$ cat src/rtl/telemetry_rx.sv
// Telemetry link receiver: 8N1 UART deserialiser plus a packet framer.
// It checks the AA 55 sync and the six payload bytes, then presents three 12-bit values.
module telemetry_rx #(
    parameter int BAUD_DIV = 2604,
    parameter int TIMEOUT  = 65536
) (
    input  logic        clk,
    input  logic        rst_n,
    input  logic        RX,
    output logic [11:0] batt_v,
    output logic [11:0] avg_curr,
    output logic [11:0] avg_torque,
    output logic        pkt_rdy,
    output logic        pkt_err
);
    localparam int CW = $clog2(BAUD_DIV + 1);
    localparam logic [CW-1:0] HALF = CW'(BAUD_DIV / 2 - 1);
    localparam logic [CW-1:0] FULL = CW'(BAUD_DIV - 1);
    localparam logic [16:0]   TO   = 17'(TIMEOUT);

    typedef enum logic [2:0] {RX_IDLE, RX_START, RX_DATA, RX_STOP, RX_WAIT_HI} rx_state_t;
    typedef enum logic [1:0] {PK_SYNC1, PK_SYNC2, PK_PAY} pk_state_t;

    logic            rx_meta, rxs, rxs_d;
    rx_state_t       rx_state, rx_nxt;
    logic [CW-1:0]   cnt, cnt_nxt;
    logic [2:0]      bit_cnt, bit_nxt;
    logic [7:0]      shreg, sh_nxt;
    logic            byte_vld, fe;

    pk_state_t       pk_state, pk_nxt;
    logic [2:0]      idx, idx_nxt;
    logic [7:0]      shadow [0:5];
    logic [16:0]     tcnt;
    logic            timeout, store, load, rdy_nxt, err_nxt;

    // RX is asynchronous; the synchroniser and edge history idle high.
    always_ff @(posedge clk or negedge rst_n) begin
        if (!rst_n) begin
            rx_meta <= 1'b1;
            rxs     <= 1'b1;
            rxs_d   <= 1'b1;
        end else begin
            rx_meta <= RX;
            rxs     <= rx_meta;
            rxs_d   <= rxs;
        end
    end

    always_ff @(posedge clk or negedge rst_n) begin
        if (!rst_n) begin
            rx_state <= RX_IDLE;
            cnt      <= '0;
            bit_cnt  <= '0;
            shreg    <= '0;
        end else begin
            rx_state <= rx_nxt;
            cnt      <= cnt_nxt;
            bit_cnt  <= bit_nxt;
            shreg    <= sh_nxt;
        end
    end

    always_comb begin
        rx_nxt   = rx_state;
        cnt_nxt  = cnt;
        bit_nxt  = bit_cnt;
        sh_nxt   = shreg;
        byte_vld = 1'b0;
        fe       = 1'b0;
        unique case (rx_state)
            RX_IDLE: begin
                if (rxs_d && !rxs) begin
                    rx_nxt  = RX_START;
                    cnt_nxt = HALF;
                end
            end
            RX_START: begin
                if (cnt == '0) begin
                    if (!rxs) begin
                        rx_nxt  = RX_DATA;
                        cnt_nxt = FULL;
                        bit_nxt = '0;
                    end else begin
                        rx_nxt = RX_IDLE;
                    end
                end else begin
                    cnt_nxt = cnt - 1'b1;
                end
            end
            RX_DATA: begin
                if (cnt == '0) begin
                    sh_nxt  = {rxs, shreg[7:1]};
                    cnt_nxt = FULL;
                    if (bit_cnt == 3'd7) rx_nxt = RX_STOP;
                    else bit_nxt = bit_cnt + 1'b1;
                end else begin
                    cnt_nxt = cnt - 1'b1;
                end
            end
            RX_STOP: begin
                if (cnt == '0) begin
                    if (rxs) begin
                        byte_vld = 1'b1;
                        rx_nxt   = RX_IDLE;
                    end else begin
                        fe     = 1'b1;
                        rx_nxt = RX_WAIT_HI;
                    end
                end else begin
                    cnt_nxt = cnt - 1'b1;
                end
            end
            RX_WAIT_HI: begin
                if (rxs) rx_nxt = RX_IDLE;
            end
            default: rx_nxt = RX_IDLE;
        endcase
    end

    assign timeout = (pk_state != PK_SYNC1) && (tcnt == TO);

    always_ff @(posedge clk or negedge rst_n) begin
        if (!rst_n) begin
            pk_state   <= PK_SYNC1;
            idx        <= '0;
            tcnt       <= '0;
            pkt_rdy    <= 1'b0;
            pkt_err    <= 1'b0;
            batt_v     <= '0;
            avg_curr   <= '0;
            avg_torque <= '0;
            for (int unsigned i = 0; i < 6; i++) shadow[i] <= '0;
        end else begin
            pk_state <= pk_nxt;
            idx      <= idx_nxt;
            pkt_rdy  <= rdy_nxt;
            pkt_err  <= err_nxt;
            if (pk_state == PK_SYNC1 || byte_vld) tcnt <= '0;
            else if (tcnt != TO) tcnt <= tcnt + 1'b1;
            if (store) shadow[idx] <= shreg;
            // The last payload byte is taken straight from the shifter, since it lands in shadow on this same edge.
            if (load) begin
                batt_v     <= {shadow[0][3:0], shadow[1]};
                avg_curr   <= {shadow[2][3:0], shadow[3]};
                avg_torque <= {shadow[4][3:0], shreg};
            end
        end
    end

    always_comb begin
        pk_nxt  = pk_state;
        idx_nxt = idx;
        store   = 1'b0;
        load    = 1'b0;
        rdy_nxt = 1'b0;
        err_nxt = 1'b0;
        if (byte_vld) begin
            unique case (pk_state)
                PK_SYNC1: if (shreg == 8'hAA) pk_nxt = PK_SYNC2;
                PK_SYNC2: begin
                    if (shreg == 8'h55) begin
                        pk_nxt  = PK_PAY;
                        idx_nxt = '0;
                    end else if (shreg != 8'hAA) begin
                        pk_nxt  = PK_SYNC1;
                        err_nxt = 1'b1;
                    end
                end
                PK_PAY: begin
                    store   = 1'b1;
                    idx_nxt = idx + 1'b1;
                    if (idx == 3'd5) begin
                        pk_nxt = PK_SYNC1;
                        if ((shadow[0][7:4] | shadow[2][7:4] | shadow[4][7:4]) == 4'h0) begin
                            load    = 1'b1;
                            rdy_nxt = 1'b1;
                        end else begin
                            err_nxt = 1'b1;
                        end
                    end
                end
                default: pk_nxt = PK_SYNC1;
            endcase
        end else if ((fe || timeout) && pk_state != PK_SYNC1) begin
            pk_nxt  = PK_SYNC1;
            err_nxt = 1'b1;
        end
    end
endmodule
$ cat config.mk
export PLATFORM = sky130hd
export DESIGN_NAME = telemetry_rx
export DESIGN_NICKNAME = d
export VERILOG_FILES = /design/src/rtl/telemetry_rx.sv
export SDC_FILE = /design/constraint.sdc
export NUM_CORES = 1
export LEC_CHECK = 0
export CORE_ASPECT_RATIO = 0.7
export CORE_MARGIN = 2
export CORE_UTILIZATION = 55
export CTS_CLUSTER_SIZE = 28
export DETAILED_ROUTE_END_ITERATION = 10
export PLACE_DENSITY = 0.72
export RECOVER_POWER = 100
export SLEW_MARGIN = 30
export SYNTH_ARGS = -nofsm -noshare
export SYNTH_HDL_FRONTEND = slang
export SYNTH_SLANG_ARGS = --single-unit
$ cat constraint.sdc
create_clock -name clk -period 2.54 [get_ports clk]
set_input_delay 0.381 -clock clk [delete_from_list [all_inputs] [get_ports clk]]
set_output_delay 0.381 -clock clk [all_outputs]
set_load 0.005 [all_outputs]
==> metrics.cfg, run 1 <==
[clock_tree]
cts_setup_buffers=0
clock-sinks=129
clockRootBuffer=clkbuf_16
cts_tree=yes
cts_buffers=17
cts_buffer_depth=2
clk_pin_slew_ns=0.06
clock_latency_ns=0.41
htree_num_levels=4

[timing]
timing_worst_slew_pin_value_ns=0.9624
holdWs_ns=0.3608
setup_viol=0
period_needed_ns=2.406
finalSetupTns_ns=0
rsz0062_at_grt=no
fin_crit_sh_pct=94.71
maxSlewViolCount=0
hold_violations=0
finClkSkew_ns=0.006879
maxSlewHeadroom_pct=35.84
max_freq_mhz=415.7

[global_route]
met2_usage_pct=33.29
met3_usage_pct=5.746
busiest_layer=met1
grt_pass1_wl_um=21160
grt_max_degree=51
grt_use_total_pct=23.19
grt-ovfl-total=0
antenna_found_initial=0
global_route.usage.met1_pct=35.45
grt_pass1_vias=4045

[floorplanning]
start_util_pct=56.97
die_x_um=128.0
dieArea_mm2=0.01163
pin_count=41
coreArea_mm2=0.01040
die_h_um=90.82
rows=31

[placement]
dp.final_hpwl_um=8015
place_congestion=0.9230
portBuffers=40

[synth]
syn_area_per_cell_um2=12.34
yosysWarnings=0
ys_seq_area_share_pct=54.57
synth_cell_types=62
async_flop_share_pct=100.0
synth_top_flop_cell=dfrtp_1
ys_seq_elements=129
syn_area_mm2=0.005922
syn_nets=494
synth.top_cell.area_share_pct=53.24
synth_edf_count=0
yosys.area.top_type=dfrtp_1
synth_cells=480
synthTopCellsByArea=dfrtp_1, mux2_2, nor2_1

[worst_setup_path]
crit_family=simple AND/OR/NAND/NOR gates
start_kind=register
critPathBufInv=1
cp.arrival_ns=2.69
crit_chain=inv_1 > ha_1 > nor4b_4 > and4_1 > and3_1 > nand3_1 > mux2_2
critPathSlowestCell=dfrtp_1
cp-end-kind=register
crit_fanout=8
required_ns=2.83
cpPeakStageDelay_ns=0.42
critPathKind=register to register

[pwr]
p_leak_uw=0.003359
power_density_mw_per_mm2=708.2
vdd_drop_max_uv=579.6

[detailed_routing]
drc_errors=0
viasPerCell=5.888
drt_iter0_drc=398
drtPass1Iterations=4
wire_per_inst_um=18.02
routed_wl_um=12200
vias=3986
ant_nets=0

[cells_and_area]
area_delta_synth_final_pct=18.02
nets=546
diodes=0
drive_above_1_share_pct=24.40

[flow_run]
drv_cap=0

[min_path]
hold_path.class=register to register

[status]
status=complete, no violations

cells in the mapped netlist (all sizes together), types with 3 or more instances:
library cell / count
o21a: 4
clkbuf: 13
and4: 5
nor4b: 6
or3: 5
nand4: 8
buf: 10
and3: 4
mux2: 86
o31ai: 3
dfstp: 3
o21ai: 13
nor3b: 4
nand3: 18
ha: 11
nor4: 9
a31oi: 4
nor2: 40
xor2: 9
nand2: 17
xnor2: 7
a21boi: 4
a22o: 4
a21oi: 15
inv: 8
nor2b: 3
nand3b: 3
nor3: 8
dfrtp: 126
o22ai: 3
sequential cells by signal (all words and copies together) (netlist names):
name,flops
shadow,40
idx,3
rx_meta,1
bit_cnt,3
batt_v,12
rxs_d,1
pk_state,2
pkt_err,1
avg_curr,12
avg_torque,12
rx_state,3
pkt_rdy,1
shreg,8
cnt,12
rxs,1
tcnt,17
cell type report:
cell class                      count  area, um^2
Timing Repair Buffer               56       508.0
Clock buffer                       18       439.2
Clock inverter                     14       105.1
Sequential cell                   129        3232
Inverter                            8       30.03
Multi-Input combinational cell    320        2510
Fill cell                         768        3406
Tap cell                          132       165.2
metrics by stage:
stage                     cell area, um^2  power, uW  instances  utilization, %  setup slack [ns]
final                                6989       4950        677           67.24            0.1343
after CTS                            7066       4980        677           67.97           0.04920
after floorplan                      5922       2586        480               -            0.3492
after global routing                 6989       5156        677           67.24          0.008699
after detailed placement             6511       2739        644           62.64            0.1069
after global placement               6511       2721        644           62.64            0.1792
logic make-up after synthesis:
logic type	Yosys count	share of synthesized area (%)
adder cells (fa/ha/maj)	11	2.324
AND/OR/NAND/NOR	144	14.24
XOR/XNOR	16	2.366
AO/OA/AOI/OAI	62	6.867
flip-flops	129	54.57
multiplexers	87	17.03
buffers and inverters	31	2.599
cells in the final DEF, fill, tap and decap left out, types with 11 or more instances in the layout:
| cell | n |
|---|---|
| ha_1 | 11 |
| o21ai_0 | 13 |
| a21oi_1 | 15 |
| nand2_1 | 16 |
| dlygate4sd3_1 | 40 |
| clkbuf_16 | 17 |
| dfrtp_1 | 126 |
| mux2_2 | 76 |
| nand3_1 | 18 |
| nor2_1 | 38 |
routing by layer:
metal,vias to the layer above,wire [um],part of all wire [%]
li1,1849,-,-
met1,2004,5924,49
met2,117,5507,45
met3,16,635,5.2
met4,0,133,1.1
met5,-,0,0
worst paths after layout:
| kind | start | to | slack (ns) | depth (start not counted) |
|---|---|---|---|---|
| worst max register to register | cnt[0]$_DFFE_PN0P_ | shadow[15]$_DFFE_PN0P_ | 0.13 | 7 |
| worst max-delay path | cnt[0]$_DFFE_PN0P_ | shadow[15]$_DFFE_PN0P_ | 0.13 | 7 |
| worst min register to register | rx_meta$_DFF_PN1_ | rxs$_DFF_PN1_ | 0.36 | 0 |
| worst min-delay path | rx_meta$_DFF_PN1_ | rxs$_DFF_PN1_ | 0.36 | 0 |
| max in group asynchronous | rst_n | avg_curr[8]$_DFFE_PN0P_ | 0.58 | 3 |
| min in group asynchronous | rst_n | batt_v[11]$_DFFE_PN0P_ | 0.65 | 2 |
power breakdown:
group          internal (uW)  switching (uW)
Clock                   1280             956
Combinational            177             216
Sequential              2150             164
Total                   3610            1340
worst reg2reg max path: cells and delay by family, from the launching register on:
family / cells / cell delay (ns)
flops: 1 / 0.42
buf+inv: 1 / 0.10
simple gates: 4 / 1.21
mux: 1 / 0.41
fa+ha+maj: 1 / 0.15
what timing repair did:
item,4_1_cts,5_1_grt
hold buffers,1,0
resized for setup,0,1
endpoints found under the hold margin,35,0
setup endpoints to repair,0,8
(Power assumes the default switching activity.)
==> inputs of run 2 (changes only) <==
--- a/config.mk
+++ b/config.mk
@@ -5,6 +5,7 @@
 export SDC_FILE = /design/constraint.sdc
 export NUM_CORES = 1
 export LEC_CHECK = 0
+export ABC_CLOCK_PERIOD_IN_PS = 2540
 export CORE_ASPECT_RATIO = 0.7
 export CORE_MARGIN = 2
 export CORE_UTILIZATION = 55
@@ -12,6 +13,7 @@
 export DETAILED_ROUTE_END_ITERATION = 10
 export PLACE_DENSITY = 0.72
 export RECOVER_POWER = 100
+export SKIP_CTS_REPAIR_TIMING = 1
 export SLEW_MARGIN = 30
 export SYNTH_ARGS = -nofsm -noshare
 export SYNTH_HDL_FRONTEND = slang
==> results of run 2 <==
No change in the layout: final DEF, timing and power equal those of run 1.
Among the figures that moved: wire length of the first global-routing pass 21160 um -> 21150 um; via count of the first global-routing pass 4045 -> 4042; overall routing resource usage 23.19% -> 23.18%; met1 usage 35.45% -> 35.42%
